--- config.mk ---
export PLATFORM = sky130hd
export DESIGN_NAME = seg7_scan_decoder
export DESIGN_NICKNAME = d
export VERILOG_FILES = /design/src/rtl/seg7_scan_decoder.sv
export SDC_FILE = /design/constraint.sdc
export NUM_CORES = 1
export LEC_CHECK = 0
export CAP_MARGIN = 20
export CORE_MARGIN = 1
export CORE_UTILIZATION = 54
export DETAILED_ROUTE_END_ITERATION = 16
export PLACE_DENSITY = 0.76
export SLEW_MARGIN = 30
export SYNTH_ARGS = -nofsm -noshare
export SYNTH_HDL_FRONTEND = slang
export SYNTH_SLANG_ARGS = --single-unit
--- constraint.sdc ---
create_clock -name clk -period 3.2 [get_ports clk]
set_input_delay 0.64 -clock clk [delete_from_list [all_inputs] [get_ports clk]]
set_output_delay 0.64 -clock clk [all_outputs]
set_load 0.02 [all_outputs]
--- src/rtl/seg7_scan_decoder.sv ---
// seg7_scan_decoder: passive monitor that recovers hex digits from a multiplexed active-low 7-segment bus.
// Define SEG7_DP_EN to add decimal-point capture (dp input, dp_out output).
module seg7_scan_decoder #(
  parameter int DIGITS        = 4,
  parameter int STABLE_CYCLES = 16
) (
  input  logic                clk,
  input  logic                rst_n,
  input  logic [DIGITS-1:0]   an,
  input  logic [6:0]          seg,
`ifdef SEG7_DP_EN
  input  logic                dp,
  output logic [DIGITS-1:0]   dp_out,
`endif
  input  logic                clr,
  output logic [4*DIGITS-1:0] digits_out,
  output logic [DIGITS-1:0]   digit_valid,
  output logic                err,
  output logic                frame_done
);

`ifdef SEG7_DP_EN
  localparam int SW = DIGITS + 8;
`else
  localparam int SW = DIGITS + 7;
`endif
  localparam int CW = $clog2(STABLE_CYCLES);
  localparam logic [CW-1:0] CNT_MAX = CW'(STABLE_CYCLES - 1);
  localparam logic [CW-1:0] CNT_PRE = CW'(STABLE_CYCLES - 2);
  localparam logic [DIGITS-1:0] AN_ONE = DIGITS'(1);

  typedef enum logic [1:0] {S_SETTLE, S_COMMIT, S_HOLD} state_t;

  state_t              r_state;
  logic [SW-1:0]       r_sync1, r_sync2, r_prev;
  logic [CW-1:0]       r_cnt;
  logic [DIGITS-1:0]   r_seen;
  logic [4*DIGITS-1:0] r_digits;
  logic [DIGITS-1:0]   r_valid;
  logic                r_err;
  logic                r_frame;

  logic [SW-1:0]       w_pins;
  logic                w_match;
  logic [DIGITS-1:0]   w_an_low;
  logic [6:0]          w_seg;
  logic                w_an_idle, w_an_one;
  logic [4:0]          w_dec;
  logic                w_legal, w_blank;
  logic                w_commit, w_single, w_bad, w_full;
  logic [DIGITS-1:0]   w_hit, w_valid_next, w_seen_next;
  logic [4*DIGITS-1:0] w_digits_next;
  logic                w_err_next;

`ifdef SEG7_DP_EN
  logic [DIGITS-1:0]   r_dp;
  logic [DIGITS-1:0]   w_dp_next;
  assign w_pins = {dp, an, seg};
  assign dp_out = r_dp;
`else
  assign w_pins = {an, seg};
`endif

  assign w_match   = (r_sync2 == r_prev);
  // r_prev holds the pattern that earned the commit, even if the bus moves during COMMIT
  assign w_an_low  = ~r_prev[DIGITS+6:7];
  assign w_seg     = r_prev[6:0];
  assign w_an_idle = (w_an_low == '0);
  assign w_an_one  = !w_an_idle && ((w_an_low & (w_an_low - AN_ONE)) == '0);

  always_comb begin
    w_dec = 5'h00;
    case (w_seg)
      7'b0000001: w_dec = 5'h10;
      7'b1001111: w_dec = 5'h11;
      7'b0010010: w_dec = 5'h12;
      7'b0000110: w_dec = 5'h13;
      7'b1001100: w_dec = 5'h14;
      7'b0100100: w_dec = 5'h15;
      7'b0100000: w_dec = 5'h16;
      7'b0001111: w_dec = 5'h17;
      7'b0000000: w_dec = 5'h18;
      7'b0000100: w_dec = 5'h19;
      7'b0001000: w_dec = 5'h1A;
      7'b1100000: w_dec = 5'h1B;
      7'b0110001: w_dec = 5'h1C;
      7'b1000010: w_dec = 5'h1D;
      7'b0110000: w_dec = 5'h1E;
      7'b0111000: w_dec = 5'h1F;
      default:    w_dec = 5'h00;
    endcase
  end

  assign w_legal  = w_dec[4];
  assign w_blank  = (w_seg == 7'b1111111);
  // The bus must still match in COMMIT, so a pattern needs STABLE_CYCLES+1 synchronized samples
  assign w_commit = (r_state == S_COMMIT) && w_match;
  assign w_single = w_commit && w_an_one;
  assign w_bad    = w_commit && ((!w_an_idle && !w_an_one) || (w_an_one && !w_legal && !w_blank));
  assign w_full   = (r_seen == '1);

  genvar gi;
  for (gi = 0; gi < DIGITS; gi++) begin : g_digit
    assign w_hit[gi]               = w_single && w_an_low[gi];
    assign w_valid_next[gi]        = w_hit[gi] ? w_legal : (r_valid[gi] && !clr);
    assign w_digits_next[4*gi +: 4] = (w_hit[gi] && w_legal) ? w_dec[3:0] : r_digits[4*gi +: 4];
`ifdef SEG7_DP_EN
    assign w_dp_next[gi]           = w_hit[gi] ? ~r_prev[SW-1] : r_dp[gi];
`endif
  end

  assign w_seen_next = ((clr || w_full) ? '0 : r_seen) | w_hit;
  assign w_err_next  = (r_err && !clr) || w_bad;

  always_ff @(posedge clk or negedge rst_n) begin
    if (!rst_n) begin
      r_sync1  <= '1;
      r_sync2  <= '1;
      r_prev   <= '1;
      r_cnt    <= '0;
      r_state  <= S_SETTLE;
      r_seen   <= '0;
      r_digits <= '0;
      r_valid  <= '0;
      r_err    <= 1'b0;
      r_frame  <= 1'b0;
`ifdef SEG7_DP_EN
      r_dp     <= '0;
`endif
    end else begin
      r_sync1 <= w_pins;
      r_sync2 <= r_sync1;
      r_prev  <= r_sync2;
      if (!w_match)
        r_cnt <= '0;
      else if (r_cnt != CNT_MAX)
        r_cnt <= r_cnt + CW'(1);
      case (r_state)
        S_SETTLE: if (w_match && r_cnt == CNT_PRE) r_state <= S_COMMIT;
        S_COMMIT: r_state <= w_match ? S_HOLD : S_SETTLE;
        S_HOLD:   if (!w_match) r_state <= S_SETTLE;
        default:  r_state <= S_SETTLE;
      endcase
      r_seen   <= w_seen_next;
      r_digits <= w_digits_next;
      r_valid  <= w_valid_next;
      r_err    <= w_err_next;
      r_frame  <= w_full && !clr;
`ifdef SEG7_DP_EN
      r_dp     <= w_dp_next;
`endif
    end
  end

  assign digits_out  = r_digits;
  assign digit_valid = r_valid;
  assign err         = r_err;
  assign frame_done  = r_frame;

endmodule

# After elaboration in Yosys (flattened, before gate mapping)
# Index checks and enable logic that the tools add are counted.
# W data, S select, Z words.
[classes]
muxes = 12
eq_ne = 25
reduce_logical = 35
bitwise_logic = 3
addsub = 2
[op_table]
columns = ["op", "n"]
rows = [
  ["$pmux W5 S16", 1],
  ["$eq A7 B6 Y1 const B", 5],
  ["$eq A7 B7 Y1 const B", 5],
  ["$logic_and A1 B1 Y1", 22],
  ["$eq A7 B3 Y1 const B", 2],
  ["$eq A7 B4 Y1 const B", 2],
  ["$mux W4", 3],
  ["$eq A11 B11 Y1", 1],
  ["$eq A4 B4 Y1 const B", 2],
  ["$logic_not A4 Y1", 2],
  ["$eq A7 B1 Y1 const B", 1],
  ["$eq A7 B5 Y1 const B", 1],
  ["$logic_not A7 Y1", 1],
  ["$mux W2", 3],
  ["$pmux W2 S3", 1],
  ["$logic_not A1 Y1", 5],
  ["$add A4 B1 Y4 const B", 1],
  ["$and A4 B4 Y4", 1],
  ["$mux W1", 4],
  ["$ne A2 B2 Y1 const B", 2],
  ["$ne A4 B4 Y1 const B", 1],
  ["$not A4 Y4", 1],
  ["$or A4 B4 Y4", 1],
  ["$sub A4 B1 Y4 const B", 1],
  ["other kinds (6)", 8],
]
[totals]
input_bits = 14
output_inout_bits = 22
wordCells = 90
reg_bits = 65

# Depth between registers and ports, before layout
# Gate-level depths: netlist of the first run.
[depth]
ltp_word = 10
ltp_mapped = 8
ltp_nobuf = 6

# Worst setup path before layout of the first run
# OpenSTA, ideal clock, no wires.
[synth_timing]
path_kind = "register to register"
startpoint = "register r_prev[1]"
endpoint = "register r_digits[0] (netlist: digits_out[0])"
stages_incl_launch_ff = 9
synth_period_minus_slack_ns = 2.428
required_time_ns = 3.072
arrival_ns = 2.301
setup_time_ns = 0.128
path_buffers = 2
slack_ns = 0.772
cell_sequence = "dfstp_2 buf_2 xor2_1 nor3_1 nand3_2 buf_6 or4_4 a21oi_4 mux2_1"
[synth_between]
elab_chain_cells = 5
word_cells_on_any_way = 22
cone_classes = "16 x eq/ne; 1 x mux; 5 x reduce/logical"
[synth_rtl]
columns = ["item", "line_no", "rtl"]
rows = [
  ["from (decl)", "35", "logic [SW-1:0] r_sync1, r_sync2, r_prev;"],
  ["from (signal assigned)", "133", "r_prev <= r_sync2;"],
  ["parallel branches: the longest is 5 deep, another holds $pmux W5 S16", "--", ""],
  ["to (signal assigned)", "145", "r_digits <= w_digits_next;"],
  ["to (decl)", "38", "logic [4*DIGITS-1:0] r_digits;"],
]
# Several ways; the timed one is not identified.
# A chain may end at the register's enable or synchronous reset.

# Worst setup path in the final report of the first run
[layout_timing]
startpoint = "register r_prev[4]"
endpoint = "register r_digits[4] (netlist: digits_out[4])"
# The elaborated chain is that of the path after synthesis.

==> results of run 1 <==
cell type report:
class / count / area, µm² / share of cell area (%)
Clock buffer: 12 / 156.4 / 4.635
Multi-Input combinational cell: 150 / 1032 / 30.59
Clock inverter: 4 / 26.28 / 0.7786
Sequential cell: 65 / 1668 / 49.43
Timing Repair Buffer: 38 / 370.4 / 10.98
Inverter: 10 / 37.54 / 1.112
Tap cell: 67 / 83.83 / 2.484
final timing paths:
check                           slack [ps]       start            end
worst max-delay path                   380   r_prev[4]  digits_out[4]
worst min-delay path                   280       rst_n  digits_out[7]
worst max register to register         380   r_prev[4]  digits_out[4]
worst min register to register         350  r_sync1[1]     r_sync2[1]
max in group asynchronous             2280       rst_n     r_sync2[4]
min in group clk                       350  r_sync1[1]     r_sync2[1]
flip-flops by register name (all words and copies together), names as in the netlist:
name / cells
digit_valid: 4
digits_out: 16
err: 1
frame_done: 1
r_cnt: 4
r_prev: 11
r_seen: 4
r_state: 2
r_sync1: 11
r_sync2: 11
worst register-to-register path: cells and delay by family, from the launching register on:
kind / cells / cell delay [ps]
AND/OR/NAND/NOR: 3 / 1310
multiplexers: 1 / 360
XOR/XNOR: 1 / 100
AO/OA/AOI/OAI: 1 / 250
flip-flops: 1 / 680
cell usage after synthesis, types with 2 or more instances:
master     instances
dfrtp_1           32
or4_1              2
buf_6              3
o21ai_0            6
dfstp_2           33
o21ai_1            2
nor4_1             5
nand3_1            4
nor2_1            14
nand2b_1           8
nand2_1           21
xor2_1            13
nand4_1            2
o31ai_1            2
inv_1             10
a31o_1             2
buf_2              3
or2_1              3
a2bb2oi_1          8
a21o_1             2
mux2_1             4
nor3_1             5
nor3b_1            4
clkbuf_1           4
or3_1              2
ha_1               2
a21oi_1            6
o22ai_1            2
a31oi_1            3
o32ai_1            3
nor4_2             2
report_power, final:
part | leakage, nW | switching, W | internal [W]
Combinational | 0.539 | 0.0000494 | 0.0000383
Sequential | 0.794 | 0.0000268 | 0.000861
Clock | 0.0915 | 0.000297 | 0.000327
kinds of logic after synthesis:
family | count (synthesis) | synth area share (%)
and+or+nand+nor | 84 | 17.80
xor gates and xnor gates | 14 | 4.371
muxes | 4 | 1.606
DFF | 65 | 59.46
adders and majority gates | 2 | 0.8919
buffers and inverters | 21 | 3.746
AOI/OAI and AO/OA | 46 | 12.13
through the flow:
stage	power [W]	hold slack [ps]	cell area [µm²]	util, %	setup WS (ps)
2_1_floorplan	0.0009446	344.4	2805	-	771.6
3_3_place_gp	0.0009891	345.2	3189	65.78	441.9
3_5_place_dp	0.0009904	346.8	3189	65.78	384.4
4_1_cts	0.001621	352.3	3372	69.55	360.6
5_1_grt	0.001671	315.3	3374	69.60	169.4
6_report	0.001599	283.6	3374	69.60	377.6
per-layer routing:
metal  track usage, %  vias to the layer above
met2            35.25                       58
met1            27.55                      922
li1                 -                      922
met4            11.11                        0
met5                0                        -
met3            6.911                       10
==> run_results.csv, run 1 <==
group,metric,value,unit
final_layout,diodes,0,
outcome,status,"completed",
sta,max_freq,0.3543,GHz
synthesis,synth_top_cell_by_area,"dfstp_2",
critical_path,crit_slowest_cell,"dfstp_2",
critical_path,start_kind,"flip-flop",
floorplanning,core-area,4848,µm²
synthesis,avgSynthCellArea,11.89,µm²
critical_path,cp_data_required_time,3420,ps
floorplanning,pin_count,36,
critical_path,r2r_cells,6,
placement,gp_congestion,0.8634,
clocking,path_clk_slew,70,ps
route,detail_route.first_pass.iterations,4,
critical_path,path_buf_inv,0,
clocking,cts_hold_buf,0,
route,antenna_left,0,
final_layout,final_common_cell,"clkdlybuf4s50_1",
sta,final.setup.tns,0,ps
floorplanning,start_util,57.86,%
floorplanning,fp.dieH,74.08,µm
clocking,cts_resized,0,
route,wl_met3,232,µm
sta,tightest_slew,693.5,ps
synthesis,syn-num-nets,252,
power_and_ir_drop,ir_drop,401.6,µV
final_layout,fillerInstances,359,
sta,grt_setup_unrepaired,"false",
synthesis,yosys_warnings,0,
placement,port-buffer-count,35,
synthesis,netlist-cell-type-count,55,
route,finalWirelength,5067,µm
critical_path,crit_family,"simple AND/OR/NAND/NOR gates",
placement,dp_hpwl,3598,µm
grt,grt_overflow,0,
clocking,postCtsSetupBuffers,0,
route,top_layer_used,"met4",
synthesis,synth_area,2805,µm²
final_layout,layout_common_cells,"clkdlybuf4s50_1 (34), dfstp_2 (33), dfrtp_1 (32), nand2_1 (21), nor2_1 (14)",
grt,first_global_vias,1796,
route,via_per_inst,5.526,
route,drcViolationCount,0,
critical_path,path_depth,6,
clocking,htreeDepth,3,
synthesis,yosys.area.top_type_share,30.91,%
critical_path,cp-end-kind,"flip-flop",
run,cap_violations,0,
final_layout,nets,290,
grt,antenna_found_initial,0,
final_layout,areaGrowthSynthToFinish,20.29,%
sta,finClkSkew,7.893,ps
clocking,clockBufferDepth,2,
hold_path,hold_path.class,"in2async",
clocking,cts_tree,"yes",
floorplanning,chipWidth,74.08,µm
final_layout,drive_gt1_share,22.22,%
sta,finalCriticalPeriod,2822,ps
clocking,root_buffer,"clkbuf_8",
synthesis,yosysSeqAreaShare,59.46,%
synthesis,synth_area_leaders,"dfstp_2 (31%), dfrtp_1 (29%), xor2_1 (4.1%), nand2_1 (2.8%), a2bb2oi_1 (2.5%)",
power_and_ir_drop,pwr_density_cell,473.8,nW/µm²
sta,fin_crit_sh,88.20,%
synthesis,async_reset_ff_share,100.0,%
floorplanning,fp-row-count,25,
grt,track_usage,22.18,%
sta,finalHoldViolCount,0,
clocking,numCtsBuffers,9,
route,via_count,1912,
critical_path,path_max_fanout,15,
critical_path,cp.arrival,3040,ps
synthesis,netlist_instances,236,
grt,grt_max_degree,46,
synthesis,ys_ff_latch,65,
sta,drv_slew,0,
critical_path,slowest_delay,680,ps
clocking,clkSinkCount,65,
sta,max-slew-margin-rel,53.34,%
synthesis,postSynth.topFlopCell,"dfstp_2",
route,wl_per_cell,14.64,µm
floorplanning,dieArea,5487,µm²
power_and_ir_drop,leakage,1.425,nW
route,wl_met1,2266,µm
synthesis,synth_edf_count,0,
critical_path,crit_chain,"xor2_1, nor4_1, nand3_2, or4_1, a21oi_2, mux2_1",
grt,grt_pass1_wl,8611,µm
sta,setup_violations,0,
route,drt_iter0_drc,144,
placement,post-place-cells,330,
final_layout,final_cells,346,
clocking,clkLatencyLatePin,340,ps
critical_path,path_class,"reg2reg",
route,wl_met2,2480,µm
Note: power is estimated with default switching activity, not from simulation.
==> run 2: changes to the inputs <==
CORE_ASPECT_RATIO = 1.25   (was default)
HOLD_SLACK_MARGIN = 0.1   (was default)
==> run_results.csv, run 2 (synthesis results as in run 1) <==
group,metric,value,unit
grt,grt_max_degree,34,
sta,drv_slew,0,
route,antenna_left,0,
critical_path,path_class,"reg2reg",
floorplanning,chipWidth,66.47,µm
floorplanning,pin_count,36,
final_layout,final_common_cell,"clkdlybuf4s50_1",
clocking,cts_hold_buf,0,
clocking,root_buffer,"clkbuf_8",
final_layout,areaGrowthSynthToFinish,20.12,%
critical_path,slowest_delay,680,ps
grt,first_global_vias,1777,
placement,dp_hpwl,3908,µm
clocking,clkLatencyLatePin,340,ps
route,via_count,1912,
clocking,path_clk_slew,60,ps
critical_path,crit_slowest_cell,"dfstp_2",
clocking,htreeDepth,3,
sta,finalCriticalPeriod,2804,ps
sta,fin_crit_sh,87.61,%
final_layout,largest_reg_flops,16,
sta,finalHoldViolCount,0,
route,wl_per_cell,15.58,µm
sta,max_freq,0.3567,GHz
critical_path,path_max_fanout,15,
clocking,clkSinkCount,65,
critical_path,cp.arrival,3020,ps
clocking,numCtsBuffers,9,
final_layout,nets,293,
sta,setup_violations,0,
sta,final.setup.tns,0,ps
sta,max-slew-margin-rel,52.25,%
grt,antenna_found_initial,0,
grt,grt_pass1_wl,8528,µm
route,via_per_inst,5.591,
critical_path,cp-end-kind,"flip-flop",
floorplanning,fp-row-count,28,
floorplanning,fp.dieH,82.58,µm
critical_path,crit_family,"simple AND/OR/NAND/NOR gates",
route,drcViolationCount,0,
power_and_ir_drop,leakage,1.432,nW
critical_path,path_buf_inv,0,
critical_path,cp_data_required_time,3420,ps
outcome,status,"completed",
route,drt_iter0_drc,98,
sta,whs,354.9,ps
sta,tightest_slew,716.2,ps
clocking,cts_tree,"yes",
sta,grt_setup_unrepaired,"false",
hold_path,hold_path.class,"reg2reg",
clocking,clockBufferDepth,2,
grt,track_usage,21.73,%
floorplanning,dieArea,5489,µm²
power_and_ir_drop,ir_drop,518.3,µV
route,finalWirelength,5329,µm
sta,finClkSkew,6.285,ps
grt,grt_overflow,0,
floorplanning,start_util,57.61,%
final_layout,diodes,0,
critical_path,crit_chain,"xor2_1, nor4_1, nand3_2, or4_1, a21oi_2, mux2_1",
clocking,cts_resized,0,
final_layout,drive_gt1_share,22.70,%
final_layout,layout_common_cells,"clkdlybuf4s50_1 (34), dfstp_2 (33), dfrtp_1 (32), nand2_1 (21), nor2_1 (14)",
route,detail_route.first_pass.iterations,4,
critical_path,start_kind,"flip-flop",
power_and_ir_drop,pwr_density_cell,462.8,nW/µm²
run,cap_violations,0,
clocking,postCtsSetupBuffers,0,
placement,port-buffer-count,35,
floorplanning,core-area,4870,µm²
final_layout,fillerInstances,380,
placement,gp_congestion,0.8905,
## run 2: cell count changes in the layout (fill, tap and decap cells not counted)
cell / previous run / this run
clkinv_4: 1 / 0
clkbuf_8: 9 / 10
clkbuf_1: 2 / 3
buf_4: 4 / 6
buf_2: 0 / 1
clkbuf_16: 1 / 0
## run 2: cell type report
type	instances	area, µm²	area share (%)
sequential	65	1668	49.50
multi-input combinational	150	1032	30.63
timing repair buffer	41	390.4	11.59
clock buffer	13	148.9	4.419
tap	60	75.07	2.228
inverter	10	37.54	1.114
clock inverter	3	17.52	0.5199
## run 2: worst reg2reg max path: cells and delay by family (launching register included)
family,cells,cell delay [ps]
muxes,1,350
DFF,1,680
xor gates and xnor gates,1,110
and+or+nand+nor,3,1310
AOI/OAI and AO/OA,1,250
## run 2: power breakdown
group	internal, W	switching [W]
logic	0.0000379	0.0000495
registers	0.000861	0.0000267
clock network	0.000300	0.000284
## run 2: stage by stage
step	total power (W)	util [%]	setup slack (ps)	instance area, µm²	instances
floorplan	0.0009446	-	771.6	2805	236
global placement	0.0009882	65.78	453.5	3203	326
detailed placement	0.0009900	65.78	392.3	3203	326
CTS	0.001576	69.19	387.4	3369	342
global route	0.001624	69.19	288.8	3369	342
finish	0.001559	69.19	396.4	3369	342
## run 2: metal layers
layer  routed length (µm)  share of wire (%)  track usage, %  vias up
met3                  168                3.2           4.258        9
met1                 2223                 42           24.53      939
met5                    0                  0               0        -
li1                     -                  -               -      917
met4                  103                1.9           11.91        0
met2                 2833                 53           38.37       47
## run 2: final timing paths
kind	from	to	slack (ps)	depth (start not counted)
max in group asynchronous	rst_n	r_sync2[3]	2090	2
max	r_prev[4]	digits_out[4]	400	6
min in group asynchronous	rst_n	digits_out[15]	360	1
min	r_sync1[2]	r_sync2[2]	350	0
min reg2reg	r_sync1[2]	r_sync2[2]	350	0
max reg2reg	r_prev[4]	digits_out[4]	400	6
==> run 3: changes to the inputs <==
CAP_MARGIN = 40   (was 20)
==> results of run 3 <==
Final layout, timing and power as in run 2 (identical DEF).
